<file path="src/rtl/key_event_queue_if.sv">
// CPU-side bus and interrupt signals of the keyboard event queue.
// The CPU side is the master; the queue is the slave.
interface key_event_queue_if;
   logic [63:0] bus_address;
   logic        bus_read_enable;
   logic        bus_write_enable;
   logic [63:0] bus_write_data;
   logic [63:0] bus_read_data;
   logic        read_valid;
   logic [3:0]  interrupt_vector;
   logic        interrupt_ack;

   modport master (
      output bus_address, bus_read_enable, bus_write_enable, bus_write_data, interrupt_ack,
      input  bus_read_data, read_valid, interrupt_vector
   );

   modport slave (
      input  bus_address, bus_read_enable, bus_write_enable, bus_write_data, interrupt_ack,
      output bus_read_data, read_valid, interrupt_vector
   );
endinterface

</file>
<file path="src/rtl/key_event_queue.sv">
// Keyboard event FIFO between the PS/2 decoder and the CPU bus.
// It provides a DATA register (a read pops), a STATUS/CTRL register and an interrupt handshake.
`ifndef Key_base
`define Key_base 64'h0000_0000_0000_1000
`endif

module key_event_queue #(
   parameter int unsigned DEPTH     = 16,
   parameter logic [63:0] BASE_ADDR = `Key_base,
   parameter logic [3:0]  IRQ_ID    = 4'd1
) (
   input  logic             clk,
   input  logic             reset_n,
   input  logic             key_pressed,
   input  logic [7:0]       ascii_code,
   input  logic [7:0]       scan_code,
   key_event_queue_if.slave bus,
   output logic             overflow
);
   localparam int unsigned AW         = $clog2(DEPTH);
   localparam logic [AW:0] FULL_COUNT = DEPTH[AW:0];

   localparam logic [1:0] IRQ_IDLE = 2'd0;
   localparam logic [1:0] IRQ_REQ  = 2'd1;
   localparam logic [1:0] IRQ_WAIT = 2'd2;

   logic [15:0] mem [DEPTH];
   logic [AW:0] wr_ptr_q, rd_ptr_q, count_q;
   logic        key_q, rd_q, wr_q;
   logic        irq_en_q, overflow_q, read_valid_q;
   logic [63:0] read_data_q, read_data_d;
   logic [1:0]  irq_state_q, irq_state_d;
   logic [3:0]  vector_q;

   logic        sel_data, sel_ctrl, rd, wr, rd_edge, wr_edge, key_edge;
   logic        empty, full, flush, push_req, push, pop, drop;
   logic [8:0]  count9;
   logic [15:0] status;
   logic        unused_wdata;

   assign sel_data = (bus.bus_address == BASE_ADDR);
   assign sel_ctrl = (bus.bus_address == BASE_ADDR + 64'd8);
   assign rd       = bus.bus_read_enable & (sel_data | sel_ctrl);
   assign wr       = bus.bus_write_enable & sel_ctrl;
   assign rd_edge  = rd & ~rd_q;
   assign wr_edge  = wr & ~wr_q;
   assign key_edge = key_pressed & ~key_q;

   assign empty    = (count_q == '0);
   assign full     = (count_q == FULL_COUNT);
   assign flush    = wr_edge & bus.bus_write_data[0];
   assign push_req = key_edge & (ascii_code != 8'd0);
   assign pop      = rd_edge & sel_data & ~empty;
   // A pop in the same cycle frees the slot, so a push into a full FIFO is still accepted.
   assign push     = push_req & (~full | pop) & ~flush;
   assign drop     = push_req & full & ~pop & ~flush;

   assign count9 = 9'(count_q);
   assign status = {count9, 3'b000, irq_en_q, overflow_q, full, empty};

   // Only bits [2:0] of a CTRL write carry meaning.
   assign unused_wdata = ^{bus.bus_write_data[63:3], wr_ptr_q[AW], rd_ptr_q[AW]};

   always_comb begin
      read_data_d = read_data_q;
      if (rd_edge && sel_data) begin
         read_data_d = empty ? 64'd0 : {47'd0, 1'b1, mem[rd_ptr_q[AW-1:0]]};
      end else if (rd_edge && sel_ctrl) begin
         read_data_d = {48'd0, status};
      end
   end

   always_comb begin
      irq_state_d = irq_state_q;
      case (irq_state_q)
         IRQ_IDLE: if (irq_en_q && !empty) irq_state_d = IRQ_REQ;
         IRQ_REQ: begin
            if (!irq_en_q)               irq_state_d = IRQ_IDLE;
            else if (bus.interrupt_ack)  irq_state_d = IRQ_WAIT;
         end
         IRQ_WAIT: if (!bus.interrupt_ack) irq_state_d = IRQ_IDLE;
         default:  irq_state_d = IRQ_IDLE;
      endcase
   end

   always_ff @(posedge clk) begin
      if (push) mem[wr_ptr_q[AW-1:0]] <= {scan_code, ascii_code};
   end

   always_ff @(posedge clk or negedge reset_n) begin
      if (!reset_n) begin
         key_q        <= 1'b0;
         rd_q         <= 1'b0;
         wr_q         <= 1'b0;
         wr_ptr_q     <= '0;
         rd_ptr_q     <= '0;
         count_q      <= '0;
         irq_en_q     <= 1'b1;
         overflow_q   <= 1'b0;
         read_valid_q <= 1'b0;
         read_data_q  <= 64'd0;
         irq_state_q  <= IRQ_IDLE;
         vector_q     <= 4'd0;
      end else begin
         key_q        <= key_pressed;
         rd_q         <= rd;
         wr_q         <= wr;
         read_valid_q <= rd_edge;
         read_data_q  <= read_data_d;
         irq_state_q  <= irq_state_d;
         vector_q     <= (irq_state_q == IRQ_REQ) ? IRQ_ID : 4'd0;
         if (flush) begin
            wr_ptr_q <= '0;
            rd_ptr_q <= '0;
            count_q  <= '0;
         end else begin
            if (push) wr_ptr_q <= wr_ptr_q + 1'b1;
            if (pop)  rd_ptr_q <= rd_ptr_q + 1'b1;
            if (push && !pop)      count_q <= count_q + 1'b1;
            else if (pop && !push) count_q <= count_q - 1'b1;
         end
         if (wr_edge) irq_en_q <= bus.bus_write_data[2];
         // A fresh drop outranks a clear in the same cycle.
         if (drop)                                overflow_q <= 1'b1;
         else if (wr_edge && bus.bus_write_data[1]) overflow_q <= 1'b0;
      end
   end

   assign bus.bus_read_data    = read_data_q;
   assign bus.read_valid       = read_valid_q;
   assign bus.interrupt_vector = vector_q;
   assign overflow             = overflow_q;
endmodule

</file>
<file path="src/flat_wrapper.sv">
// flat-port wrapper written by rule: the top's interface ports become plain ports
module key_event_queue_flat 
#(
   parameter int unsigned DEPTH     = 16,
   parameter logic [63:0] BASE_ADDR = `Key_base,
   parameter logic [3:0]  IRQ_ID    = 4'd1
)
  (clk, reset_n, key_pressed, ascii_code, scan_code, overflow, bus_bus_address, bus_bus_read_enable, bus_bus_write_enable, bus_bus_write_data, bus_interrupt_ack, bus_bus_read_data, bus_read_valid, bus_interrupt_vector);
  key_event_queue_if bus_i ();
  input  logic clk;
  input  logic reset_n;
  input  logic key_pressed;
  input  logic [7:0] ascii_code;
  input  logic [7:0] scan_code;
  output logic overflow;
  input wire logic [$bits(bus_i.bus_address)-1:0] bus_bus_address;
  input wire logic [$bits(bus_i.bus_read_enable)-1:0] bus_bus_read_enable;
  input wire logic [$bits(bus_i.bus_write_enable)-1:0] bus_bus_write_enable;
  input wire logic [$bits(bus_i.bus_write_data)-1:0] bus_bus_write_data;
  input wire logic [$bits(bus_i.interrupt_ack)-1:0] bus_interrupt_ack;
  output wire logic [$bits(bus_i.bus_read_data)-1:0] bus_bus_read_data;
  output wire logic [$bits(bus_i.read_valid)-1:0] bus_read_valid;
  output wire logic [$bits(bus_i.interrupt_vector)-1:0] bus_interrupt_vector;
  assign bus_i.bus_address = bus_bus_address;
  assign bus_i.bus_read_enable = bus_bus_read_enable;
  assign bus_i.bus_write_enable = bus_bus_write_enable;
  assign bus_i.bus_write_data = bus_bus_write_data;
  assign bus_i.interrupt_ack = bus_interrupt_ack;
  assign bus_bus_read_data = bus_i.bus_read_data;
  assign bus_read_valid = bus_i.read_valid;
  assign bus_interrupt_vector = bus_i.interrupt_vector;
  key_event_queue #(.DEPTH(DEPTH), .BASE_ADDR(BASE_ADDR), .IRQ_ID(IRQ_ID)) u_core (.clk(clk), .reset_n(reset_n), .key_pressed(key_pressed), .ascii_code(ascii_code), .scan_code(scan_code), .bus(bus_i), .overflow(overflow));
endmodule
</file>
<file path="config.mk">
export PLATFORM = sky130hd
export DESIGN_NAME = key_event_queue_flat
export DESIGN_NICKNAME = d
export VERILOG_FILES = /design/src/rtl/key_event_queue_if.sv /design/src/rtl/key_event_queue.sv /design/src/flat_wrapper.sv
export SDC_FILE = /design/constraint.sdc
export NUM_CORES = 1
export LEC_CHECK = 0
export ABC_AREA = 1
export ABC_CLOCK_PERIOD_IN_PS = 3240
export BUFFER_PORTS_ARGS = -buffer_cell sky130_fd_sc_hd__clkbuf_2
export CAP_MARGIN = 20
export CORE_MARGIN = 5
export CORE_UTILIZATION = 30
export CTS_CLUSTER_DIAMETER = 60
export DETAILED_ROUTE_END_ITERATION = 7
export GPL_TIMING_DRIVEN = 0
export SYNTH_ARGS = -nofsm -noshare
export SYNTH_HDL_FRONTEND = slang
export SYNTH_SLANG_ARGS = --single-unit
</file>
<file path="constraint.sdc">
create_clock -name clk -period 3.24 [get_ports clk]
set_input_delay 0.81 -clock clk [delete_from_list [all_inputs] [get_ports clk]]
set_output_delay 0.81 -clock clk [all_outputs]
set_load 0.005 [all_outputs]
</file>
==> qor.json, run 1 <==
{
  "effective_utilization_at_floorplan_pct": 30.22,
  "grt_util_met1_pct": 19.95,
  "max_slew.worst_pin.slew_ps": 843.0,
  "fp-row-count": 76,
  "arrival_ps": 3590,
  "global_route.overflow_total": 0,
  "area.growth.synth_to_final_pct": 20.40,
  "wl_per_cell_um": 18.63,
  "die_width_um": 217.8,
  "maxCapViolations": 0,
  "mostFrequentLayoutCells": "256 x sky130_fd_sc_hd__edfxtp_1, 236 x sky130_fd_sc_hd__nor2_1, 205 x sky130_fd_sc_hd__nand2_1, 108 x sky130_fd_sc_hd__clkbuf_2, 102 x sky130_fd_sc_hd__o21ai_0",
  "final_routed_drc_violation_total": 0,
  "floorplan.die_area_um2": 47460,
  "period_minus_slack_ps": 3109,
  "cts_tree": "built",
  "port_buffers": 108,
  "cp_data_required_time_ps": 3720,
  "clock.fmax_mhz": 321.6,
  "crit_fanout": 17,
  "timing.slew.headroom_pct": 43.80,
  "clock_path_buffers": 3,
  "yosys.area_share.simple_pct": 18.24,
  "timing.rr.end": "u_core.count_q[4]$_DFFE_PN0P_",
  "die_y_extent_um": 217.8,
  "tritoncts.num_buffers": 30,
  "grt_pass1_wl_um": 54580,
  "routed_wl_um": 37150,
  "route.antenna.remaining_nets": 0,
  "finalNetCount": 1551,
  "slew_violations": 0,
  "insertedDiodeCount": 0,
  "synth_top_family_by_area": "simple AND/OR/NAND/NOR gates",
  "grt.met2_usage_pct": 24.53,
  "synth-edff-count": 256,
  "drt_pre_antenna_iters": 5,
  "r2r_setup_slack_ps": 610,
  "later_pin_clock_latency_in_the_skew_report_ps": 560,
  "routabilityCongestion": 0.8202,
  "timing.critical_path.to_type": "register",
  "crit-reg2reg-launch": "u_core.count_q[0]$_DFFE_PN0P_",
  "synth-warning-count": 0,
  "commonest_non_fill_non_tap_cell_in_the_layout": "sky130_fd_sc_hd__edfxtp_1",
  "cts.htree.levels": 1,
  "run_status": "finished, final reports clean",
  "final.period_utilization_pct": 95.97,
  "grt_busiest_layer": "met2",
  "cp-start-kind": "primary input",
  "postSynthAreaPerCell_um2": 10.96,
  "clock_pin_slew_on_the_worst_setup_and_hold_paths_ps": 60,
  "synth_compound_area_share_pct": 7.125,
  "ioPinCount": 220,
  "synth_seq_area_share_pct": 66.86,
  "fin_util_pct": 36.38,
  "postSynth.topFlopCell": "sky130_fd_sc_hd__edfxtp_1",
  "use_met3_pct": 3.748,
  "grt.total_usage_pct": 14.97,
  "grt_start_max_net_pins": 40,
  "async_reset_ff_share_pct": 13.22,
  "combined_area_of_all_synthesized_cells_um2": 12960,
  "hold_class": "in2async",
  "ys_ff_latch": 295,
  "cts_hold_repair.buffers": 0,
  "synthesis.instances": 1183,
  "worst_ir_drop_vdd_uv": 378.7,
  "setup-violations-final": 0,
  "core_area_um2": 42890,
  "finalClockSkew_ps": 15.21,
  "detail_route.vias_per_cell": 4.674,
  "synth_xor_area_share_pct": 0.4731,
  "final_hold_viol_count": 0,
  "detailed_route_iter0_violations": 927,
  "hpwlAfterDp_um": 24810,
  "clk_root_buffer_cell": "sky130_fd_sc_hd__clkbuf_16",
  "cts.sink_count": 295,
  "post_synth_num_cell_types": 37,
  "synth_adder_area_share_pct": 1.120,
  "first_global_vias": 8910,
  "synth.area.mux_share_pct": 0,
  "vias": 9320,
  "timing.reg2reg.worst_path_depth": 14,
  "critical_path_class": "in2reg",
  "drive_above_1_share_pct": 19.45,
  "fin_tns_setup_ps": 0,
  "power.density_nw_per_um2": 554.3,
  "power.leakage_nw": 6.065,
  "number_of_antenna_violations_at_the_first_check_in_global_routing": 0
}
-- final cells by class --
cell class | count | area (µm²)
well taps | 585 | 732.0
clock buffers | 40 | 788.3
fillers | 4200 | 27280
flip-flops and latches | 295 | 8665
clock inverters | 11 | 92.59
multi-input cells | 789 | 3725
inverters | 38 | 142.6
repair buffers | 126 | 803.3
plain buffers | 110 | 655.6
-- metrics by stage --
stage | setup slack, ps | total power [mW] | cells | cell area, µm² | hold WS [ps]
global placement | -1283 | 5.422 | 1925 | 14420 | 424.1
detailed placement | -807.1 | 5.510 | 1932 | 14610 | 441.7
floorplan | 1.574 | 5.112 | 1232 | 13150 | 412.9
global route | -58.57 | 8.989 | 1994 | 15600 | 65.09
CTS | 6.521 | 8.658 | 1984 | 15500 | 372.1
finish | 130.5 | 8.650 | 1994 | 15600 | 71.59
-- worst max-delay path, stage by stage --
cell and delay [ps]:
sky130_fd_sc_hd__clkbuf_2 360, sky130_fd_sc_hd__nor4_1 130, sky130_fd_sc_hd__nand2_1 150, sky130_fd_sc_hd__nand2_1 80, sky130_fd_sc_hd__nor2_2 310, sky130_fd_sc_hd__nand3_4 170, sky130_fd_sc_hd__buf_12 200, sky130_fd_sc_hd__inv_2 50
sky130_fd_sc_hd__ha_2 190, sky130_fd_sc_hd__inv_2 80, sky130_fd_sc_hd__fa_2 350, sky130_fd_sc_hd__nand2_1 70, sky130_fd_sc_hd__nand2_1 70, sky130_fd_sc_hd__a21oi_2 150, sky130_fd_sc_hd__nor2_1 70, sky130_fd_sc_hd__o21ai_0 150
sky130_fd_sc_hd__nor3b_1 180
-- sequential cells by signal, indices dropped and copies added (netlist names) --
register,cells
u_core.bus.bus_read_data,17
u_core.bus.interrupt_vector,1
u_core.bus.read_valid,1
u_core.count_q,5
u_core.irq_en_q,1
u_core.irq_state_q,2
u_core.key_q,1
u_core.mem,256
u_core.overflow,1
u_core.rd_ptr_q,4
u_core.rd_q,1
u_core.wr_ptr_q,4
u_core.wr_q,1
-- cells in the mapped netlist, types with 3 or more instances --
cell	n	share of area, %
sky130_fd_sc_hd__o21ai_1	19	0.73
sky130_fd_sc_hd__o221ai_1	21	1.4
sky130_fd_sc_hd__o211ai_1	7	0.41
sky130_fd_sc_hd__nor2_1	246	7.1
sky130_fd_sc_hd__clkbuf_1	31	0.90
sky130_fd_sc_hd__xor2_1	5	0.34
sky130_fd_sc_hd__buf_1	5	0.14
sky130_fd_sc_hd__a21oi_1	6	0.23
sky130_fd_sc_hd__nor2_2	3	0.14
sky130_fd_sc_hd__o22ai_1	7	0.34
sky130_fd_sc_hd__buf_4	54	3.1
sky130_fd_sc_hd__ha_1	10	0.97
sky130_fd_sc_hd__nand3_1	78	3.0
sky130_fd_sc_hd__inv_2	4	0.12
sky130_fd_sc_hd__o21ai_0	102	3.9
sky130_fd_sc_hd__nand2_1	205	5.9
sky130_fd_sc_hd__inv_1	33	0.96
sky130_fd_sc_hd__buf_2	19	0.73
sky130_fd_sc_hd__nand4_1	5	0.24
sky130_fd_sc_hd__dfrtp_1	38	7.3
sky130_fd_sc_hd__nor2_4	11	0.96
sky130_fd_sc_hd__edfxtp_1	256	59
-- worst max-delay path by stage --
stage	startpoint	endpoint	slack (ps)	depth (start not counted)
global placement	bus_bus_address[31]	u_core.mem[2][0]$_DFFE_PP_	-1280	10
CTS	bus_bus_address[31]	u_core.count_q[4]$_DFFE_PN0P_	7	20
detailed placement	bus_bus_address[31]	u_core.count_q[4]$_DFFE_PN0P_	-810	20
global route	bus_bus_address[31]	u_core.count_q[4]$_DFFE_PN0P_	-60	20
finish	ascii_code[0]	u_core.count_q[4]$_DFFE_PN0P_	130	17
floorplan	bus_bus_address[11]	u_core.count_q[4]$_DFFE_PN0P_	2	19
-- power breakdown --
| part | internal (mW) | switching (mW) | leakage [nW] |
|---|---|---|---|
| Sequential | 4.34 | 0.108 | 2.83 |
| Clock | 1.78 | 1.39 | 0.427 |
| Combinational | 0.385 | 0.647 | 2.81 |
| Total | 6.50 | 2.15 | 6.07 |
-- timing repair --
action / 4_1_cts / 5_1_grt
pin swaps: 1 / 3
resized for setup: 3 / 3
setup buffers: 1 / 9
endpoints found under the setup margin: 2 / 2
endpoints found under the hold margin: 0 / 0
-- per-layer routing --
layer / routed length [µm] / vias up
met5: 0 / -
met4: 978 / 0
met3: 4032 / 64
met2: 16760 / 476
met1: 15380 / 4386
li1: - / 4394
-- logic make-up after synthesis --
kind of cell	Yosys count
AND/OR/NAND/NOR	558
XOR/XNOR	7
AO/OA/AOI/OAI	163
flip-flops	295
adder cells (fa/ha/maj)	11
buffers and inverters	148
other	1
No activity file was read; power rests on OpenSTA's default activity.
==> inputs of run 2 (changes only) <==
REMOVE_ABC_BUFFERS = 1   (was default)
==> run 2 against run 1 <==
Effect of this change:
- worst hold slack better by 220 ps
- wire length down 11%
- critical path depth is 2 higher
- final cell count fell by 5.3%
- sequential share of layout area grew 1.7 points
- global-route usage down 1.6 points
- via count fell by 5.6%
- utilization is 1.0 points lower
==> qor.json, run 2 (synthesis gave the netlist of run 1 again) <==
{
  "cts.htree.levels": {"value": 1, "change": "unchanged"},
  "effective_utilization_at_floorplan": {"value": 30.22, "unit": "%", "change": "unchanged"},
  "drt_pre_antenna_iters": {"value": 5, "change": "unchanged"},
  "final_hold_viol_count": {"value": 0, "change": "unchanged"},
  "max_slew.worst_pin.slew": {"value": 1112, "unit": "ps", "change": "+269.3 ps"},
  "detailed_route_iter0_violations": {"value": 762, "change": "-18%"},
  "combPwrFrac": {"value": 10.1, "unit": "%", "change": "-1.8 points"},
  "vias": {"value": 8798, "change": "-5.6%"},
  "first_global_vias": {"value": 8330, "change": "-6.5%"},
  "clk_root_buffer_cell": "sky130_fd_sc_hd__clkbuf_16",
  "finalNonFillerCells": {"value": 1889, "change": "-5.3%"},
  "wl_per_cell": {"value": 17.49, "unit": "µm", "change": "-6.1%"},
  "routabilityCongestion": {"value": 0.7515, "change": "-8.4%"},
  "arrival": {"value": 3440, "unit": "ps", "change": "-150 ps"},
  "seq_power_share": {"value": 50.3, "unit": "%", "change": "-1.1 points"},
  "slew_violations": {"value": 0, "change": "unchanged"},
  "number_of_antenna_violations_at_the_first_check_in_global_routing": {"value": 2, "change": "+2"},
  "routed_wl": {"value": 33040, "unit": "µm", "change": "-11%"},
  "rsz0062_at_grt": "false",
  "global_route.overflow_total": {"value": 0, "change": "unchanged"},
  "max_reg_flops": {"value": 256, "change": "unchanged"},
  "finalClockSkew": {"value": 15.76, "unit": "ps", "change": "+0.5597 ps"},
  "power.density": {"value": 584.6, "unit": "nW/µm²", "change": "+5.5%"},
  "p_sw_share": {"value": 24.25, "unit": "%", "change": "-0.55 points"},
  "finalWorstSetupSlack": {"value": 287.5, "unit": "ps", "change": "+157.0 ps"},
  "maxCapViolations": {"value": 0, "change": "unchanged"},
  "worst_ir_drop_vdd": {"value": 411.5, "unit": "µV", "change": "+8.7%"},
  "final.period_utilization": {"value": 91.13, "unit": "%", "change": "-4.8 points"},
  "die_width": {"value": 217.8, "unit": "µm", "change": "unchanged"},
  "p_sw": {"value": 2.150, "unit": "mW", "change": "+0.24%"},
  "clock.fmax": {"value": 338.7, "unit": "MHz", "change": "+5.3%"},
  "port_buffers": {"value": 108, "change": "unchanged"},
  "clock_path_buffers": {"value": 3, "change": "unchanged"},
  "area.growth.synth_to_final_pct": 17.02,
  "ioPinCount": {"value": 220, "change": "unchanged"},
  "final_routed_drc_violation_total": {"value": 0, "change": "unchanged"},
  "path_common_cell": "sky130_fd_sc_hd__nand2_1",
  "route.antenna.remaining_nets": {"value": 0, "change": "unchanged"},
  "cp-start-kind": "primary input",
  "cts.sink_count": {"value": 295, "change": "unchanged"},
  "crit_slowest_cell": "sky130_fd_sc_hd__fa_1",
  "clock_power_share": {"value": 39.6, "unit": "%", "change": "+3.0 points"},
  "power.leakage": {"value": 5.737, "unit": "nW", "change": "-5.4%"},
  "hpwlAfterDp": {"value": 19600, "unit": "µm", "change": "-21%"},
  "intPower": {"value": 6.716, "unit": "mW", "change": "+3.3%"},
  "commonest_non_fill_non_tap_cell_in_the_layout": "sky130_fd_sc_hd__edfxtp_1",
  "path_cells": "clkbuf_2 -> nor2_1 -> nand2_1 -> nor2_1 -> nand2_1 -> nor2_4 -> nand4_4 -> nand2_4 -> nand3_4 -> inv_2 -> ha_1 -> inv_1 -> fa_1 -> nand2_1 -> nand2_1 -> a21oi_1 -> nor2_1 -> o21ai_0 -> nor3b_1",
  "finalNetCount": {"value": 1442, "change": "-7.0%"},
  "mostFrequentLayoutCells": "256 x sky130_fd_sc_hd__edfxtp_1, 238 x sky130_fd_sc_hd__nor2_1, 205 x sky130_fd_sc_hd__nand2_1, 108 x sky130_fd_sc_hd__clkbuf_2, 102 x sky130_fd_sc_hd__o21ai_0",
  "critical_path_class": "in2reg",
  "grt.total_usage": {"value": 13.38, "unit": "%", "change": "-1.6 points"},
  "run_status": "finished, final reports clean",
  "hold_class": "in2async",
  "floorplan.die_area": {"value": 47460, "unit": "µm²", "change": "unchanged"},
  "place_inst": {"value": 1829, "change": "-5.3%"},
  "cts_tree": "built",
  "detail_route.vias_per_cell": {"value": 4.657, "change": "-0.35%"},
  "core_area": {"value": 42890, "unit": "µm²", "change": "unchanged"},
  "timing.critical_path.to_type": "register",
  "insertedDiodeCount": {"value": 0, "change": "unchanged"},
  "cpPeakStageDelay": {"value": 410, "unit": "ps", "change": "+50 ps"},
  "timing.slew.headroom": {"value": 25.85, "unit": "%", "change": "-18 points"},
  "crit_fanout": {"value": 10, "change": "-7"},
  "later_pin_clock_latency_in_the_skew_report": {"value": 570, "unit": "ps", "change": "about the same"},
  "dp_worst_setup_slack": {"value": -1049, "unit": "ps", "change": "-241.8 ps"},
  "drive_above_1_share": {"value": 16.10, "unit": "%", "change": "-3.3 points"},
  "setup-violations-final": {"value": 0, "change": "unchanged"},
  "die_y_extent": {"value": 217.8, "unit": "µm", "change": "unchanged"},
  "cp_data_required_time": {"value": 3720, "unit": "ps", "change": "about the same"},
  "clock_pin_slew_on_the_worst_setup_and_hold_paths": {"value": 60, "unit": "ps", "change": "about the same"},
  "grt_pass1_wl": {"value": 49270, "unit": "µm", "change": "-9.7%"},
  "filler_cell_count": {"value": 4189, "change": "-0.26%"},
  "grt_start_max_net_pins": {"value": 91, "change": "+130%"},
  "tritoncts.num_buffers": {"value": 29, "change": "-3.3%"},
  "fp-row-count": {"value": 76, "change": "unchanged"},
  "period_minus_slack": {"value": 2952, "unit": "ps", "change": "-157.0 ps"}
}
## run 2: layer usage
metal / vias up / GRT usage [%] / wire length, µm
li1: 4183 / - / -
met1: 4237 / 18.95 / 14910
met2: 324 / 21.68 / 14830
met3: 50 / 2.527 / 2560
met4: 4 / 2.721 / 708
met5: - / 0 / 34
## run 2: power groups by stage
stage	combinational, mW	clock, mW	sequential (mW)
finish	0.894	3.51	4.46
global route	1.01	3.73	4.48
global placement	0.827	0	4.53
floorplan	0.551	0	4.50
detailed placement	0.884	0	4.54
CTS	0.896	3.58	4.46
## run 2: layout make-up
cell class / instances / area (µm²) / area share (%)
Sequential cell: 295 / 8673 / 57.19
Timing Repair Buffer: 128 / 910.9 / 6.006
Inverter: 38 / 145.1 / 0.9570
Clock inverter: 22 / 251.5 / 1.658
Multi-Input combinational cell: 789 / 3706 / 24.44
Clock buffer: 32 / 747.0 / 4.925
Tap cell: 585 / 732.0 / 4.826
## run 2: critical path: cells and delay by family
| family | cells | cell delay (ps) |
|---|---|---|
| AO/OA/AOI/OAI | 2 | 340 |
| AND/OR/NAND/NOR | 12 | 1450 |
| adder cells (fa/ha/maj) | 2 | 580 |
| buffers and inverters | 3 | 260 |
## run 2: worst paths after layout
check	slack (ps)	endpoint	startpoint	cells after the start
worst max-delay path	290	u_core.count_q[4]$_DFFE_PN0P_	bus_bus_address[33]	19
worst min-delay path	290	u_core.wr_q$_DFF_PN0_	reset_n	1
worst max register to register	340	u_core.bus.bus_read_data[1]$_DFFE_PN0P_	u_core.rd_ptr_q[1]$_DFFE_PN0P_	11
worst min register to register	460	u_core.bus.interrupt_vector[0]$_DFF_PN0_	u_core.irq_state_q[1]$_DFFE_PN0P_	1
max in group asynchronous	2390	u_core.rd_ptr_q[1]$_DFFE_PN0P_	reset_n	2
min in group clk	370	u_core.key_q$_DFF_PN0_	key_pressed	1
## run 2: through the flow
| step | instance area, µm² | TNS [ps] | power [mW] | hold WS (ps) | util [%] |
|---|---|---|---|---|---|
| 2_1_floorplan | 12490 | -20380 | 5.055 | 412.9 | - |
| 3_3_place_gp | 13760 | -244040 | 5.359 | 426.8 | 32.09 |
| 3_5_place_dp | 14110 | -65830 | 5.419 | 437.2 | 32.91 |
| 4_1_cts | 15130 | 0 | 8.931 | 300.7 | 35.29 |
| 5_1_grt | 15170 | 0 | 9.214 | 351.0 | 35.36 |
| 6_report | 15170 | 0 | 8.866 | 292.4 | 35.36 |
## run 2: timing repair
action                                  4_1_cts  5_1_grt
hold buffers                                  0        0
cloned                                        0        0
gates resized for setup                       1        1
setup buffers                                 2        4
endpoints found under the setup margin        4        1
pin swaps                                     1        1
==> inputs of run 3 (changes only) <==
CORE_UTILIZATION = 45   (was 30)
CTS_CLUSTER_DIAMETER = default   (was 60)
PLACE_DENSITY = 0.66   (was default)
==> run 3 against run 2 <==
Effect of this change:
- final cell count down 10%
- critical endpoint unchanged
- die area fell by 32%
- sequential share of layout area increased by 1.0 points
- flip-flop and latch count unchanged
- clock skew fell by 7.0 ps
- wire length shrank 2.6%
- register-to-register slack better by 150 ps
- total power down 1.8%
- via count increased by 0.49%
==> qor.json, run 3 (synthesis gave the netlist of run 1 again) <==
{
  "worst_ir_drop_vdd": {"value": 436.7, "unit": "µV", "change": "+6.1%"},
  "routed_wl": {"value": 32190, "unit": "µm", "change": "-2.6%"},
  "detailed_place.area": {"value": 13820, "unit": "µm²", "change": "-2.1%"},
  "timing.critical_path.from": "bus_bus_address[15]",
  "ioPinCount": {"value": 220, "change": "unchanged"},
  "seq_power_share": {"value": 51.2, "unit": "%", "change": "+0.9 points"},
  "max_reg_flops": {"value": 256, "change": "unchanged"},
  "critical_path_class": "in2reg",
  "fp-row-count": {"value": 62, "change": "-18%"},
  "route.antenna.remaining_nets": {"value": 0, "change": "unchanged"},
  "finalNetCount": {"value": 1448, "change": "+0.42%"},
  "hold_class": "in2async",
  "clk_root_buffer_cell": "sky130_fd_sc_hd__clkbuf_16",
  "cts.sink_count": {"value": 295, "change": "unchanged"},
  "clock_pin_slew_on_the_worst_setup_and_hold_paths": {"value": 60, "unit": "ps", "change": "about the same"},
  "intPower": {"value": 6.624, "unit": "mW", "change": "-1.4%"},
  "port_buffers": {"value": 108, "change": "unchanged"},
  "later_pin_clock_latency_in_the_skew_report": {"value": 560, "unit": "ps", "change": "about the same"},
  "critPathBufInv": {"value": 3, "change": "unchanged"},
  "path_cells": "clkbuf_2 -> nor2_1 -> nand2_1 -> nor2_2 -> nand2_1 -> nor2_4 -> nand4_4 -> nand2_4 -> nand3_4 -> inv_2 -> ha_1 -> inv_1 -> fa_1 -> nand2_1 -> nand2_1 -> a21oi_1 -> nor2_1 -> o21ai_0 -> nor3b_1",
  "period_minus_slack": {"value": 2996, "unit": "ps", "change": "+43.46 ps"},
  "max_slew.worst_pin.slew": {"value": 1086, "unit": "ps", "change": "-25.83 ps"},
  "wl_per_cell": {"value": 18.98, "unit": "µm", "change": "+8.5%"},
  "dp_worst_setup_slack": {"value": -1317, "unit": "ps", "change": "-268.3 ps"},
  "tritoncts.num_buffers": {"value": 30, "change": "+3.4%"},
  "vias": {"value": 8841, "change": "+0.49%"},
  "cp-start-kind": "primary input",
  "multi_input_area": {"value": 3726, "unit": "µm²", "change": "+0.54%"},
  "crit_slowest_cell": "sky130_fd_sc_hd__fa_1",
  "timing.rr.end": "u_core.count_q[4]$_DFFE_PN0P_",
  "cts_tree": "built",
  "r2r_setup_slack": {"value": 490, "unit": "ps", "change": "+150 ps"},
  "path_common_cell": "sky130_fd_sc_hd__nand2_1",
  "mostFrequentLayoutCells": "256 x sky130_fd_sc_hd__edfxtp_1, 237 x sky130_fd_sc_hd__nor2_1, 205 x sky130_fd_sc_hd__nand2_1, 108 x sky130_fd_sc_hd__clkbuf_2, 102 x sky130_fd_sc_hd__o21ai_0",
  "power.density": {"value": 584.3, "unit": "nW/µm²", "change": "about the same"},
  "clock_path_buffers": {"value": 3, "change": "unchanged"},
  "area.growth.synth_to_final_pct": 15.00,
  "cp_top_family": "simple AND/OR/NAND/NOR gates",
  "detail_route.vias_per_cell": {"value": 5.213, "change": "+12%"},
  "setup-violations-final": {"value": 0, "change": "unchanged"},
  "timing.critical_path.to_type": "register",
  "grt_start_max_net_pins": {"value": 89, "change": "-2.2%"},
  "routabilityCongestion": {"value": 0.8521, "change": "+13%"},
  "timing.slew.headroom": {"value": 27.57, "unit": "%", "change": "+1.7 points"},
  "final_hold_viol_count": {"value": 0, "change": "unchanged"},
  "clock.fmax": {"value": 333.8, "unit": "MHz", "change": "-1.5%"},
  "final_routed_drc_violation_total": {"value": 0, "change": "unchanged"},
  "grt.total_usage": {"value": 19.00, "unit": "%", "change": "+5.6 points"},
  "p_sw_share": {"value": 23.95, "unit": "%", "change": "-0.30 points"},
  "maxCapViolations": {"value": 0, "change": "unchanged"},
  "finalClockSkew": {"value": 8.718, "unit": "ps", "change": "-7.047 ps"},
  "filler_cell_count": {"value": 2492, "change": "-41%"},
  "floorplan.die_area": {"value": 32290, "unit": "µm²", "change": "-32%"},
  "die_width": {"value": 179.7, "unit": "µm", "change": "-18%"},
  "final.period_utilization": {"value": 92.47, "unit": "%", "change": "+1.3 points"},
  "grt_busiest_layer": "met2",
  "hpwlAfterDp": {"value": 18850, "unit": "µm", "change": "-3.8%"},
  "number_of_antenna_violations_at_the_first_check_in_global_routing": {"value": 1, "change": "-1"},
  "combPwrFrac": {"value": 10.1, "unit": "%", "change": "about the same"},
  "core_area": {"value": 28550, "unit": "µm²", "change": "-33%"},
  "p_sw": {"value": 2.086, "unit": "mW", "change": "-3.0%"},
  "cts_hold_repair.buffers": {"value": 0, "change": "unchanged"},
  "cp_data_required_time": {"value": 3710, "unit": "ps", "change": "about the same"},
  "crit_fanout": {"value": 8, "change": "-2"},
  "fin_tns_setup": {"value": 0, "unit": "ps", "change": "unchanged"},
  "cpPeakStageDelay": {"value": 420, "unit": "ps", "change": "about the same"},
  "clock_power_share": {"value": 38.7, "unit": "%", "change": "-0.9 points"},
  "arrival": {"value": 3470, "unit": "ps", "change": "+30 ps"},
  "grt_util_met1": {"value": 26.31, "unit": "%", "change": "+7.4 points"},
  "regArea": {"value": 8673, "unit": "µm²", "change": "unchanged"},
  "commonest_non_fill_non_tap_cell_in_the_layout": "sky130_fd_sc_hd__edfxtp_1",
  "finalWorstSetupSlack": {"value": 244.1, "unit": "ps", "change": "-43.46 ps"},
  "timing.reg2reg.worst_path_depth": {"value": 14, "change": "+3"},
  "drt_pre_antenna_iters": {"value": 6, "change": "+1"},
  "drive_above_1_share": {"value": 16.09, "unit": "%", "change": "about the same"},
  "detailed_route_iter0_violations": {"value": 792, "change": "+3.9%"},
  "global_route.overflow_total": {"value": 0, "change": "unchanged"},
  "slew_violations": {"value": 0, "change": "unchanged"},
  "crit-reg2reg-launch": "u_core.count_q[0]$_DFFE_PN0P_",
  "effective_utilization_at_floorplan": {"value": 45.40, "unit": "%", "change": "+15 points"},
  "grt.met2_usage": {"value": 30.40, "unit": "%", "change": "+8.7 points"},
  "grt_pass1_wl": {"value": 48050, "unit": "µm", "change": "-2.5%"},
  "cts.htree.levels": {"value": 1, "change": "unchanged"},
  "first_global_vias": {"value": 8273, "change": "-0.68%"},
  "finalInstanceArea": {"value": 14900, "unit": "µm²", "change": "-1.7%"},
  "power.leakage": {"value": 5.730, "unit": "nW", "change": "-0.12%"},
  "run_status": "finished, final reports clean",
  "use_met3": {"value": 3.759, "unit": "%", "change": "+1.2 points"},
  "die_y_extent": {"value": 179.7, "unit": "µm", "change": "-18%"}
}
-- run 3: cell count changes in the layout (fill, tap and decap cells not counted), sizes merged, moves of 3 or more --
cell      before  now
clkinvlp       3    0
clkbuf       140  153
clkinv        14   10
bufinv         5    2
buf           20   24
-- run 3: power groups by stage --
| stage | clock, mW | combinational [mW] | sequential [mW] |
|---|---|---|---|
| 2_1_floorplan | 0 | 0.551 | 4.50 |
| 3_3_place_gp | 0 | 0.811 | 4.53 |
| 3_5_place_dp | 0 | 0.872 | 4.53 |
| 4_1_cts | 3.43 | 0.882 | 4.46 |
| 5_1_grt | 3.59 | 0.990 | 4.47 |
| 6_report | 3.37 | 0.878 | 4.46 |
-- run 3: cell type report --
cell class / instances / share of cell area, %
sequential: 295 / 58.19
multi-input combinational: 790 / 25.00
timing repair buffer: 132 / 6.095
clock buffer: 45 / 5.751
tap: 384 / 3.224
inverter: 38 / 0.9738
clock inverter: 11 / 0.7471
antenna: 1 / 0.01679
-- run 3: worst max path at each step --
stage,to,cells past startpoint
5_1_grt,u_core.count_q[4]$_DFFE_PN0P_,19
6_report,u_core.count_q[4]$_DFFE_PN0P_,19
3_3_place_gp,u_core.bus.bus_read_data[1]$_DFFE_PN0P_,9
2_1_floorplan,u_core.bus.bus_read_data[10]$_DFFE_PN0P_,9
3_5_place_dp,u_core.count_q[4]$_DFFE_PN0P_,18
4_1_cts,u_core.count_q[4]$_DFFE_PN0P_,19
-- run 3: stage by stage --
stage	cells	utilization [%]	total power, mW	hold WS [ps]
after detailed placement	1627	48.42	5.406	438.4
after floorplan	1122	-	5.055	412.9
after CTS	1685	51.88	8.769	231.3
after global routing	1696	52.21	9.052	250.9
final	1696	52.21	8.709	224.7
after global placement	1614	47.32	5.342	426.3
-- run 3: repair_timing --
action / 4_1_cts / 5_1_grt
resized for setup: 1 / 3
endpoints found under the hold margin: 0 / 0
cloned: 0 / 1
pin swaps: 1 / 2
buffers inserted: 2 / 9
endpoints found under the setup margin: 5 / 3
-- run 3: routing by layer --
metal / vias up / routed length, µm / part of all wire (%)
li1: 4185 / - / -
met1: 4149 / 13510 / 42
met2: 436 / 14620 / 45
met3: 71 / 2981 / 9.3
met4: 0 / 1077 / 3.3
met5: - / 0 / 0
